===== config.mk =====
export PLATFORM = sky130hd
export DESIGN_NAME = hdmi_audio_pacer
export DESIGN_NICKNAME = d
export VERILOG_FILES = /design/src/rtl/hdmi_audio_pacer.sv
export SDC_FILE = /design/constraint.sdc
export NUM_CORES = 1
export LEC_CHECK = 0
export ABC_AREA = 1
export CORE_ASPECT_RATIO = 1.1
export CORE_UTILIZATION = 25
export CTS_CLUSTER_SIZE = 16
export DETAILED_ROUTE_END_ITERATION = 10
export GPL_ROUTABILITY_DRIVEN = 0
export HOLD_SLACK_MARGIN = 0.06
export PLACE_DENSITY = 0.44
export SETUP_SLACK_MARGIN = 0.15
export SLEW_MARGIN = 20
export SYNTH_ARGS = -nofsm -noshare
export SYNTH_HDL_FRONTEND = slang
export SYNTH_SLANG_ARGS = --single-unit

===== constraint.sdc =====
create_clock -name clk_pixel -period 5.1 [get_ports clk_pixel]
set_clock_uncertainty 0.1 [all_clocks]
set_input_delay 0.51 -clock clk_pixel [delete_from_list [all_inputs] [get_ports clk_pixel]]
set_output_delay 0.51 -clock clk_pixel [all_outputs]
set_load 0.005 [all_outputs]

===== src/rtl/hdmi_audio_pacer.sv =====
// hdmi_audio_pacer: fractional-rate audio sample scheduler with a prefill FIFO; optional mute input under HDMI_AUDIO_PACER_MUTE_EN
module hdmi_audio_pacer #(
    parameter int CLK_HZ     = 25200000,
    parameter int SAMPLE_HZ  = 48000,
    parameter int BIT_WIDTH  = 16,
    parameter int FIFO_DEPTH = 8,
    parameter int PREFILL    = 4
) (
    input  logic                         clk_pixel,
    input  logic                         reset,
`ifdef HDMI_AUDIO_PACER_MUTE_EN
    input  logic                         mute,
`endif
    input  logic                         in_valid,
    output logic                         in_ready,
    input  logic [BIT_WIDTH-1:0]         in_left,
    input  logic [BIT_WIDTH-1:0]         in_right,
    output logic                         clk_audio,
    output logic [BIT_WIDTH-1:0]         audio_left,
    output logic [BIT_WIDTH-1:0]         audio_right,
    output logic [$clog2(FIFO_DEPTH):0]  fifo_level,
    output logic [7:0]                   underrun_count,
    output logic                         playing
);
    localparam int AW = $clog2(CLK_HZ) + 1;
    localparam int PW = $clog2(FIFO_DEPTH);
    localparam int LW = PW + 1;
    localparam logic [AW-1:0] CLK_W     = AW'(CLK_HZ);
    localparam logic [AW-1:0] HALF_W    = AW'(CLK_HZ / 2);
    localparam logic [AW-1:0] STEP_W    = AW'(SAMPLE_HZ);
    localparam logic [LW-1:0] DEPTH_W   = LW'(FIFO_DEPTH);
    localparam logic [LW-1:0] PREFILL_W = LW'(PREFILL);

    typedef enum logic {PRIME, RUN} state_t;

    state_t                     state, state_n;
    logic [AW-1:0]              acc, sum;
    logic                       full_ev, mid_ev;
    logic                       push, pop, underrun, full, empty, mute_i;
    logic [PW-1:0]              wr_ptr, rd_ptr;
    logic [2*BIT_WIDTH-1:0]     mem [FIFO_DEPTH];

`ifdef HDMI_AUDIO_PACER_MUTE_EN
    assign mute_i = mute;
`else
    assign mute_i = 1'b0;
`endif

    // FULL and MID are the two threshold crossings of the phase accumulator
    always_comb begin
        sum     = acc + STEP_W;
        full_ev = sum >= CLK_W;
        mid_ev  = acc < HALF_W && sum >= HALF_W && !full_ev;
        full    = fifo_level == DEPTH_W;
        empty   = fifo_level == '0;
        in_ready = !full;
        push    = in_valid && !full;
    end

    always_ff @(posedge clk_pixel or posedge reset) begin
        if (reset) begin
            acc       <= '0;
            clk_audio <= 1'b0;
        end else begin
            acc       <= full_ev ? sum - CLK_W : sum;
            clk_audio <= full_ev ? 1'b1 : (mid_ev ? 1'b0 : clk_audio);
        end
    end

    always_ff @(posedge clk_pixel or posedge reset) begin
        if (reset) begin
            state   <= PRIME;
            playing <= 1'b0;
        end else begin
            state   <= state_n;
            playing <= state_n == RUN;
        end
    end

    always_comb begin
        state_n = (state == PRIME) ? ((fifo_level >= PREFILL_W) ? RUN : PRIME)
                                   : (underrun ? PRIME : RUN);
    end

    always_comb begin
        pop      = state == RUN && mid_ev && !empty;
        underrun = state == RUN && mid_ev && empty;
    end

    always_ff @(posedge clk_pixel) begin
        if (push)
            mem[wr_ptr] <= {in_left, in_right};
    end

    always_ff @(posedge clk_pixel or posedge reset) begin
        if (reset) begin
            wr_ptr         <= '0;
            rd_ptr         <= '0;
            fifo_level     <= '0;
            audio_left     <= '0;
            audio_right    <= '0;
            underrun_count <= '0;
        end else begin
            wr_ptr     <= wr_ptr + PW'(push);
            rd_ptr     <= rd_ptr + PW'(pop);
            fifo_level <= fifo_level + LW'(push) - LW'(pop);
            if (pop)
                {audio_left, audio_right} <= mute_i ? '0 : mem[rd_ptr];
            if (underrun && underrun_count != 8'hFF)
                underrun_count <= underrun_count + 8'd1;
        end
    end
endmodule


# Yosys cells after proc, flatten, opt, wreduce, memory -nomap -nowiden
# Memory sizes are Yosys's and may differ from the RTL's. A register that Yosys moved wholly into a read port is not among the register bits.
# Cells that the tools add are included.
totals:
  mem_bits_rw: 256
  reg_bits: 46
  elab_cells: 41
  mem_count: 1
  romBits: 0
  output_inout_bits: 47
  latch_bits: 0
classes:
  shift: 0
  muxes: 8
  magnitude_cmp: 4
  addsub: 7
  eq_ne: 2
  div: 0
  reduce_logical: 12
  mul: 0
  bitwise: 0
mem_list:
  columns: ["name", "depth", "word_bits", "read_ports", "rd_clocked_by_memory_dff", "wr", "line", "text"]
  rows:
  - ["mem", 8, 32, 1, 1, 1, "41", "logic [2*BIT_WIDTH-1:0] mem [FIFO_DEPTH];"]
ops:
  columns: ["cell", "count"]
  rows:
  - ["adder 26 x 16 -> 26 bit (second input constant)", 1]
  - ["greater-or-equal comparator 26 x 24 -> 1 bit (second input constant)", 1]
  - ["greater-or-equal comparator 26 x 25 -> 1 bit (second input constant)", 1]
  - ["less-than comparator 26 x 24 -> 1 bit (second input constant)", 1]
  - ["two-way mux 26 bit", 1]
  - ["subtractor 26 x 25 -> 26 bit (second input constant)", 1]
  - ["adder 8 x 1 -> 8 bit (second input constant)", 1]
  - ["inequality test 8 bit (second input constant)", 1]
  - ["logical AND 1 bit", 7]
  - ["two-way mux 1 bit", 7]
  - ["adder 3 x 1 -> 3 bit", 2]
  - ["adder 4 x 1 -> 4 bit", 1]
  - ["equality test 4 bit (second input constant)", 1]
  - ["greater-or-equal comparator 4 x 3 -> 1 bit (second input constant)", 1]
  - ["zero test 4 bit", 1]
  - ["subtractor 4 x 1 -> 4 bit", 1]
  - ["zero test 1 bit", 3]
  - ["nonzero test 2 bit", 1]

# Depth between registers and ports, before layout
# Gate-level depths: netlist (run 1).
logic_depth:
  word_depth: 8
  ltp_mapped: 22
  ltp_nobuf: 21

# Worst setup path after synthesis (run 1)
# No wires, ideal clock.
synth_path:
  kind: "flip-flop to flip-flop"
  from: "register fifo_level[2]"
  to: "memory mem[0][0] in the netlist's numbering (enable)"
  path_stages_with_launch: 7
  t_required_ps: 4579
  path_slack_ps: 2096
  setup_ps: 421
  arrival_ps: 2483
  path_cell_list: "dfrtp_1 inv_1 ha_1 nand3_1 nand2_1 or2_2 nor2_1"
synth_via:
  elab_chain_len: 5
synth_lines:
  columns: ["element", "line", "text"]
  rows:
  - ["from (decl)", "21", "output logic [$clog2(FIFO_DEPTH):0] fifo_level,"]
  - ["from (signal assigned)", "106", "fifo_level <= fifo_level + LW'(push) - LW'(pop);"]
  - ["equality test 4 bit", "54", "full = fifo_level == DEPTH_W;"]
  - ["zero test 1 bit", null, null]
  - ["via in_ready", "15", "output logic in_ready,"]
  - ["logical AND 1 bit", "57", "push = in_valid && !full;"]
  - ["two-way mux 1 bit", "91", "if (push)"]
  - ["two-way mux 1 bit (implied by the code)", "92", "mem[wr_ptr] <= {in_left, in_right};"]
  - ["to (decl)", "41", null]
# The timed path passes the listed nets, and every way through them passes these cells.

# Worst setup path in the final report (run 1)
layout_path:
  from: "register acc[7]"
  to: "register fifo_level[2]"
layout_via:
  elab_chain_len: 7
layout_lines:
  columns: ["element", "line", "text"]
  rows:
  - ["from (decl)", "37", "logic [AW-1:0] acc, sum;"]
  - ["from (signal assigned)", "65", "acc <= full_ev ? sum - CLK_W : sum;"]
  - ["adder 26 x 16 -> 26 bit", "51", "sum = acc + STEP_W;"]
  - ["greater-or-equal comparator 26 x 24 -> 1 bit / greater-or-equal comparator 26 x 25 -> 1 bit (equally long branches)", "53, 52", null]
  - ["logical AND 1 bit / zero test 1 bit (equally long branches)", "53", "mid_ev = acc < HALF_W && sum >= HALF_W && !full_ev;"]
  - ["logical AND 1 bit *", "53", null]
  - ["logical AND 1 bit * (2 in a row)", "86", "pop = state == RUN && mid_ev && !empty;"]
  - ["subtractor 4 x 1 -> 4 bit *", "106", null]
# Every way passes the cells marked *; elsewhere a longest branch is shown, timed or not.
# A chain may end at the register's enable or synchronous reset.

==> results of run 1 <==
-- critical path, cell delays in order, from the launching register on --
cell and delay (ns):
dfrtp_1 0.37, inv_1 0.14, ha_1 0.24, nand2_1 0.10
nand2_2 0.09, nand2_1 0.09, nand2_1 0.06, and2_2 0.18
nand2_1 0.10, nor2_2 0.17, nand2_1 0.08, nand2_1 0.08
nand2_1 0.10, nand3_1 0.11, nand3_2 0.38, nor2_2 0.23
nand4_1 0.18, fa_1 0.45, xor2_1 0.15
-- through the flow --
step / utilization [%] / setup WS (ns) / std cells
4_1_cts: 30.73 / 1.614 / 1989
6_report: 30.73 / 1.606 / 1989
3_5_place_dp: 28.44 / 1.623 / 1918
2_1_floorplan: - / 2.096 / 1141
3_3_place_gp: 28.44 / 1.700 / 1918
5_1_grt: 30.73 / 1.249 / 1989
-- power by group --
| group | leakage (nW) | switching [mW] | internal [mW] |
|---|---|---|---|
| Sequential | 3.25 | 0.0735 | 3.24 |
| Clock | 0.624 | 1.12 | 1.63 |
| Combinational | 2.19 | 0.449 | 0.188 |
-- cell families (layout without fill, tap and decap cells) --
family	count (synthesis)	in the layout	share of synthesized area [%]
buffers and inverters	117	229	3.706
flip-flops	327	327	67.39
AND/OR/NAND/NOR	404	404	13.11
multiplexers	32	32	2.281
XOR/XNOR	31	31	1.987
adder cells (fa/ha/maj)	11	11	1.034
AO/OA/AOI/OAI	219	219	10.50
-- worst paths after layout --
| path | startpoint | endpoint | slack, ns |
|---|---|---|---|
| min in group clk_pixel | audio_left[15]$_DFFE_PP0P_ | audio_left[15]$_DFFE_PP0P_ | 0.38 |
| max in group asynchronous | reset | rd_ptr[1]$_DFF_PP0_ | 3.54 |
| max reg2reg | acc[7]$_DFFE_PP0P_ | fifo_level[2]$_DFF_PP0_ | 1.61 |
| min reg2reg | audio_left[15]$_DFFE_PP0P_ | audio_left[15]$_DFFE_PP0P_ | 0.38 |
| max | acc[7]$_DFFE_PP0P_ | fifo_level[2]$_DFF_PP0_ | 1.61 |
| min | reset | audio_right[6]$_DFFE_PP0P_ | 0.29 |
-- sequential cells by signal, summed over array words and instances, names as in the netlist --
register and count:
audio_right 16, wr_ptr 3, clk_audio 1, state 1, acc 19, rd_ptr 3, audio_left 16, mem 256
fifo_level 4, underrun_count 8
-- layer usage --
layer  track usage [%]  wire [um]  up-vias  part of all wire [%]
met3             2.140       1228       47                   3.6
li1                  -          -     4275                     -
met1             16.42      16170     4380                    47
met2             19.59      16120      156                    47
met5                 0         28        -                 0.082
met4             3.663        627        4                   1.8
-- final cells by class --
cell class              count  area share, %
inverters                  62          1.380
flip-flops and latches    327          55.86
well taps                 736          5.431
clock buffers              45          5.889
clock inverters            26          1.572
multi-input cells         697          24.35
repair buffers             96          5.520
-- placed cells by master, fill, tap and decap left out, types with 39 or more instances in the layout --
cell type and instances:
nor2_1 57, nand3_1 47, nand2_1 211, edfxtp_1 256, dfrtp_1 69, o21ai_0 73, nand2_2 41, clkbuf_16 39
inv_1 52, clkdlybuf4s50_1 81
==> impl_metrics.json, run 1 <==
{
  "status": "finished clean",
  "maxSlewViolCount": 0,
  "grt_usage_pct": 12.09,
  "synth_edf_count": 256,
  "drc": 0,
  "fillCellCount": 5637,
  "cts_setup_buffers": 0,
  "die_w_um": 228.0,
  "synthDominantCellAreaShare_pct": 54.74,
  "setup_tns_ns": 0,
  "final_cell_area_mm2": 0.01696,
  "drive_above_1_share_pct": 14.60,
  "row_count": 90,
  "synth_area_leaders": "edfxtp_1, dfrtp_1, nand2_1",
  "routed_wl_um": 34180,
  "post-route-period-util_pct": 68.51,
  "start_kind": "flop",
  "synth_area_mm2": 0.01404,
  "routedWlPerCell_um": 17.18,
  "core-area_mm2": 0.05518,
  "yosys_warnings": 0,
  "dpl_cell_area_mm2": 0.01569,
  "synthMostInstantiatedCell": "edfxtp_1",
  "postSynthCellCount": 1141,
  "viasPerCell": 4.456,
  "die_area_mm2": 0.05713,
  "clock_sinks": 327,
  "cts_buffers": 39,
  "routed-via-count": 8862,
  "area_delta_synth_final_pct": 20.73,
  "io_buffers": 81,
  "root_buffer": "clkbuf_16",
  "register_area_mm2": 0.009472,
  "clkLatencyLatePin_ns": 0.56,
  "worst_hold_path_type": "in2async",
  "cp_max_fo": 21,
  "ir_drop_uv": 246.0,
  "finalPower_mw": 6.698,
  "end_kind": "flop",
  "cts_tree": "built",
  "setup_violations": 0,
  "synth_top_cell_by_area": "edfxtp_1",
  "async_flop_share_pct": 21.71,
  "overflow": 0,
  "cts_hold_buf": 0,
  "start_util_pct": 25.45,
  "avgSynthCellArea_um2": 12.31,
  "period_needed_ns": 3.494,
  "cts_resized": 0,
  "leakage_nw": 6.064,
  "synth_nets": 1187,
  "antenna_left": 0,
  "worstPathRequired_ns": 5.45,
  "cts_max_path_buffers": 3,
  "drt_iter0_drc": 618,
  "yosys-top-cells-count": "edfxtp_1, nand2_1, o21ai_0, dfrtp_1, nor2_1",
  "grt_start_max_net_pins": 85,
  "antenna_found_initial": 2,
  "critPathKind": "reg2reg",
  "grt_pass1_wl_um": 53210,
  "yosys_register_bits": 327,
  "nNetsFinal": 1269,
  "htreeDepth": 2,
  "clkTransAtPathRegs_ns": 0.06,
  "die_h_um": 250.6,
  "grt_pass1_vias": 8719,
  "ys.flop_type": "edfxtp_1",
  "ys_types": 44,
  "dr.pass1.iters": 5,
  "multi_input_area_mm2": 0.004128,
  "powerDensity_mw_per_mm2": 395.0,
  "drv_cap": 0,
  "worst-slew-pin-transition_ns": 1.078,
  "max_freq_ghz": 0.2862,
  "rsz0062_at_grt": "no",
  "r2r.worst_path.cells": 18,
  "diodes": 0,
  "seq_area_frac_synth_pct": 67.39,
  "hold_ws_ns": 0.2853,
  "arrival_ns": 3.84,
  "hold_viol_final": 0,
  "io_pins": 82,
  "slew_headroom_pct": 28.13,
  "place_hpwl_um": 20220
}
Power figures use the tool's default switching activity.
==> inputs of run 2 (changes only) <==
PLACE_DENSITY = 0.45   (was 0.44)
clock period = 2.9 ns   (was 5.1 ns; I/O delays follow)
==> impl_metrics.json, run 2 (synthesis gave the netlist of run 1 again) <==
{
  "clkLatencyLatePin_ns": 0.55,
  "hold_viol_final": 0,
  "grt_usage_pct": 12.12,
  "row_count": 90,
  "io_pins": 82,
  "slew_headroom_pct": 55.07,
  "final_common_cell": "edfxtp_1",
  "leakage_nw": 6.595,
  "io_buffers": 81,
  "clock_sinks": 327,
  "startpoint": "acc[8]$_DFF_PP0_",
  "viasPerCell": 4.396,
  "drv_cap": 0,
  "die_area_mm2": 0.05713,
  "root_buffer": "clkbuf_16",
  "critPathKind": "reg2reg",
  "die_h_um": 250.6,
  "area_delta_synth_final_pct": 28.56,
  "finalPower_mw": 11.94,
  "layout_setup_ws_ns": -0.04394,
  "antenna_left": 0,
  "drt_iter0_drc": 425,
  "most-common-layout-cells": "edfxtp_1, nand2_1, clkdlybuf4s50_1, buf_4, o21ai_0",
  "start_util_pct": 25.45,
  "overflow": 0,
  "largest_register": "mem",
  "htreeDepth": 2,
  "cts_max_path_buffers": 3,
  "max_freq_ghz": 0.3397,
  "cp_max_fo": 3,
  "period_needed_ns": 2.944,
  "rsz0062_at_grt": "yes",
  "routed_wl_um": 35870,
  "core-area_mm2": 0.05518,
  "end_kind": "flop",
  "worst-slew-pin-transition_ns": 0.6739,
  "antenna_found_initial": 2,
  "start_kind": "flop",
  "violations": "setup timing",
  "dr.pass1.iters": 4,
  "maxSlewViolCount": 0,
  "cts_buffers": 40,
  "top_regs": "mem (256), acc (19)",
  "ir_drop_uv": 320.7,
  "place_hpwl_um": 20250,
  "worstPathRequired_ns": 3.23,
  "routedWlPerCell_um": 17.29,
  "cts_tree": "built",
  "routed-via-count": 9121,
  "arrival_ns": 3.27,
  "largest_register_ffs": 256,
  "drc": 0,
  "worst_hold_path_type": "in2reg",
  "grt_start_max_net_pins": 129,
  "nNetsFinal": 1355,
  "die_w_um": 228.0,
  "grt_pass1_vias": 9021,
  "powerDensity_mw_per_mm2": 661.5,
  "final_cell_area_mm2": 0.01805,
  "status": "finished, violations left",
  "grt_pass1_wl_um": 53740,
  "drive_above_1_share_pct": 23.39,
  "clkTransAtPathRegs_ns": 0.06,
  "post-route-period-util_pct": 101.5,
  "dpl_cell_area_mm2": 0.01629,
  "setup_violations": 1,
  "r2r-start": "acc[8]$_DFF_PP0_",
  "min_from": "in_left[9]"
}
## run 2: changes by cell type in the layout (fill, tap and decap cells not counted), sizes merged
cell and delta:
buf +82, clkinvlp +2, diode +1, clkbuf +6, clkinv -5, inv -1, dlygate4sd3 +1
## run 2: per-layer routing
layer	GRT usage (%)	vias up	routed length, um
met5	0	-	13
met4	3.413	2	627
met3	2.493	51	1370
met2	20.05	159	17380
met1	15.99	4469	16480
li1	-	4440	-
## run 2: layout make-up
| class | instances | area (um^2) |
|---|---|---|
| sequential | 327 | 9475 |
| clock inverter | 22 | 227.7 |
| tap | 736 | 920.9 |
| clock buffer | 49 | 1066 |
| inverter | 62 | 237.7 |
| antenna | 1 | 2.502 |
| multi-input combinational | 697 | 4367 |
| fill | 5501 | 37120 |
| timing repair buffer | 181 | 1758 |
## run 2: critical path, cell delays in order, from the launching register on
cell and delay, ns:
dfrtp_1 0.37, inv_2 0.06, ha_4 0.18, nand2_4 0.08
nand2_4 0.07, nand2_4 0.10, buf_6 0.10, nand3_4 0.07
nand2_4 0.10, nand2_2 0.05, nand2_2 0.10, nand2_4 0.07
nor2_8 0.11, buf_6 0.12, nand3_2 0.06, nand2_2 0.09
nand3_4 0.09, nor2_4 0.10, nand4_1 0.19, ha_1 0.34
nand3_1 0.08, nand2_1 0.07, xnor2_1 0.12
## run 2: through the flow
step	hold WS [ns]	TNS, ns	instances	utilization [%]	setup WS (ns)
2_1_floorplan	0.2889	-13.26	1141	-	-0.1036
3_3_place_gp	0.3763	-2.609	1981	29.52	-0.1315
3_5_place_dp	0.3752	-3.644	1981	29.52	-0.1866
4_1_cts	0.3492	-0.1850	2064	32.21	-0.07439
5_1_grt	0.3744	-0.6994	2075	32.72	-0.2393
6_report	0.3724	-0.04394	2075	32.72	-0.04394
## run 2: path summary, 6_finish.rpt
check                                           endpoint  slack (ns)  depth (start not counted)
max                              fifo_level[3]$_DFF_PP0_       -0.04                         22
min                                 mem[6][25]$_DFFE_PP_        0.37                          1
max reg2reg                      fifo_level[3]$_DFF_PP0_       -0.04                         22
min reg2reg                  audio_right[11]$_DFFE_PP0P_        0.38                          2
max in group asynchronous               acc[9]$_DFF_PP0_        1.66                          4
min in group asynchronous  underrun_count[3]$_DFFE_PP0P_        0.44                          3
## run 2: where the power goes
part           internal, mW  switching [mW]  leakage, nW  total (mW)
clock                  2.98            1.94        0.636        4.92
combinational         0.395           0.801         2.71        1.20
sequential             5.69           0.133         3.25        5.83
## run 2: timing repair
action                                  in CTS  in global routing
setup buffers                               11                  7
gates resized for setup                     20                 41
pin swaps                                   21                 23
endpoints found under the setup margin      38                 61
hold endpoints to repair                     7                  0
hold buffers                                 1                  0
gates cloned                                 0                  3
==> inputs of run 3 (changes only) <==
CELL_PAD_IN_SITES_DETAIL_PLACEMENT = 0   (was not set)
CELL_PAD_IN_SITES_GLOBAL_PLACEMENT = 1   (was not set)
PLACE_DENSITY = 0.52   (was 0.45)
==> impl_metrics.json, run 3 (synthesis gave the netlist of run 1 again) <==
{
  "status": "finished clean",
  "final_common_cell": "edfxtp_1",
  "die_w_um": 228.0,
  "routedWlPerCell_um": 17.55,
  "dr_wl_met3_um": 1260,
  "dr.pass1.iters": 7,
  "holdPathStages": 1,
  "antenna_left": 0,
  "wl_met2_um": 17370,
  "timing.critical_path.max_delay_family": "simple AND/OR/NAND/NOR gates",
  "area_delta_synth_final_pct": 27.25,
  "root_buffer": "clkbuf_16",
  "dpl_cell_area_mm2": 0.01627,
  "drc": 0,
  "fin_cells": 2060,
  "routed-via-count": 9126,
  "powerDensity_mw_per_mm2": 658.4,
  "start_util_pct": 25.45,
  "p_clk_share_pct": 40.0,
  "slew_headroom_pct": 66.72,
  "power_frac_seq_pct": 49.5,
  "drive_above_1_share_pct": 23.11,
  "setup_violations": 0,
  "cts_buffers": 39,
  "diodes": 0,
  "clock_sinks": 327,
  "cp_slowest_cell": "dfrtp_1",
  "grt_pass1_wl_um": 56010,
  "die_area_mm2": 0.05713,
  "largest_register_ffs": 256,
  "cts_tree": "built",
  "antenna_found_initial": 3,
  "clkLatencyLatePin_ns": 0.56,
  "highest_layer": "met5",
  "nNetsFinal": 1339,
  "ir_drop_uv": 296.6,
  "start_kind": "flop",
  "crit_buf_inv": 1,
  "power.internal_mw": 8.846,
  "worst_hold_path_type": "in2reg",
  "grt_usage_pct": 12.75,
  "end_kind": "flop",
  "final_util_pct": 32.39,
  "routed_wl_um": 36150,
  "io_pins": 82,
  "drv_cap": 0,
  "die_h_um": 250.6,
  "setup_tns_ns": 0,
  "cts_max_path_buffers": 3,
  "finalPower_mw": 11.77,
  "max_freq_ghz": 0.3547,
  "final_cell_area_mm2": 0.01787,
  "crit_path_max_incr_delay_ns": 0.39,
  "critPathKind": "reg2reg",
  "drt_iter0_drc": 521,
  "htreeDepth": 2,
  "period_needed_ns": 2.820,
  "grt_pass1_vias": 9291,
  "row_count": 90,
  "io_buffers": 81,
  "maxSlewViolCount": 0,
  "cp_num_cells": 18,
  "dp_cells": 1973,
  "arrival_ns": 3.15,
  "p_sw_mw": 2.921,
  "rsz0062_at_grt": "yes",
  "overflow": 0,
  "post-route-period-util_pct": 97.22,
  "viasPerCell": 4.430,
  "grt_start_max_net_pins": 95,
  "most-common-layout-cells": "edfxtp_1, nand2_1, clkdlybuf4s50_1, o21ai_0, buf_4",
  "place_hpwl_um": 21560,
  "r2r.worst_path.cells": 18,
  "cp_max_fo": 4,
  "p_comb_share_pct": 10.5,
  "worst-slew-pin-transition_ns": 0.4940,
  "core-area_mm2": 0.05518,
  "clkTransAtPathRegs_ns": 0.06,
  "worstPathRequired_ns": 3.23,
  "largest_register": "mem",
  "cp_cell_sequence": "inv_2 -> ha_4 -> nand2_4 -> nand2_4 -> nand2_4 -> nand2_2 -> and2_4 -> nand2_2 -> nor2_2 -> nand2_2 -> nor2_2 -> nand3_2 -> nand3_4 -> nand4_4 -> xor2_1 -> ha_2 -> fa_2 -> xor2_1",
  "swShare_pct": 24.82,
  "wl_met1_um": 16820,
  "leakage_nw": 6.481,
  "hold_viol_final": 0,
  "top_regs": "mem (256), acc (19)"
}
run 3: repair_timing:
action                                  CTS  global route
setup buffers                             9             4
hold buffers                              1             0
cloned                                    1             0
pin swaps                                20            35
resized for setup                        23            44
hold endpoints to repair                 18             0
endpoints found under the setup margin   27            53
run 3: stage by stage:
stage	hold slack [ns]	setup slack, ns
3_5_place_dp	0.3727	0.04961
3_3_place_gp	0.3710	0.07833
5_1_grt	0.3595	-0.09590
2_1_floorplan	0.2889	-0.1036
4_1_cts	0.3186	0.08514
6_report	0.3590	0.08048
run 3: area by class of cell:
cell class              count  area, um^2
flip-flops and latches    327        9475
fillers                  5611       37310
clock inverters            17       143.9
well taps                 736       920.9
inverters                  62       236.5
multi-input cells         697        4367
clock buffers              55        1096
repair buffers            166        1632
run 3: power by group through the flow:
stage / sequential (mW) / clock, mW / combinational [mW]
floorplan: 5.91 / 0 / 0.580
global placement: 5.91 / 0 / 1.25
detailed placement: 5.92 / 0 / 1.26
CTS: 5.83 / 4.88 / 1.27
global route: 5.87 / 5.02 / 1.38
finish: 5.83 / 4.71 / 1.23
run 3: worst paths after layout:
| kind | start | endpoint | slack (ns) |
|---|---|---|---|
| setup / recovery | acc[8]$_DFF_PP0_ | fifo_level[2]$_DFF_PP0_ | 0.08 |
| hold / removal | in_right[15] | mem[2][15]$_DFFE_PP_ | 0.36 |
| setup reg to reg | acc[8]$_DFF_PP0_ | fifo_level[2]$_DFF_PP0_ | 0.08 |
| hold reg to reg | audio_left[7]$_DFFE_PP0P_ | audio_left[7]$_DFFE_PP0P_ | 0.38 |
| max in group asynchronous | reset | rd_ptr[0]$_DFF_PP0_ | 1.49 |
| min in group asynchronous | reset | fifo_level[0]$_DFF_PP0_ | 0.50 |
run 3: metal layers:
metal  global-route usage [%]  up-vias
li1                         -     4398
met1                    16.72     4545
met2                    21.34      123
met3                    2.311       54
met4                    3.854        6
met5                        0        -
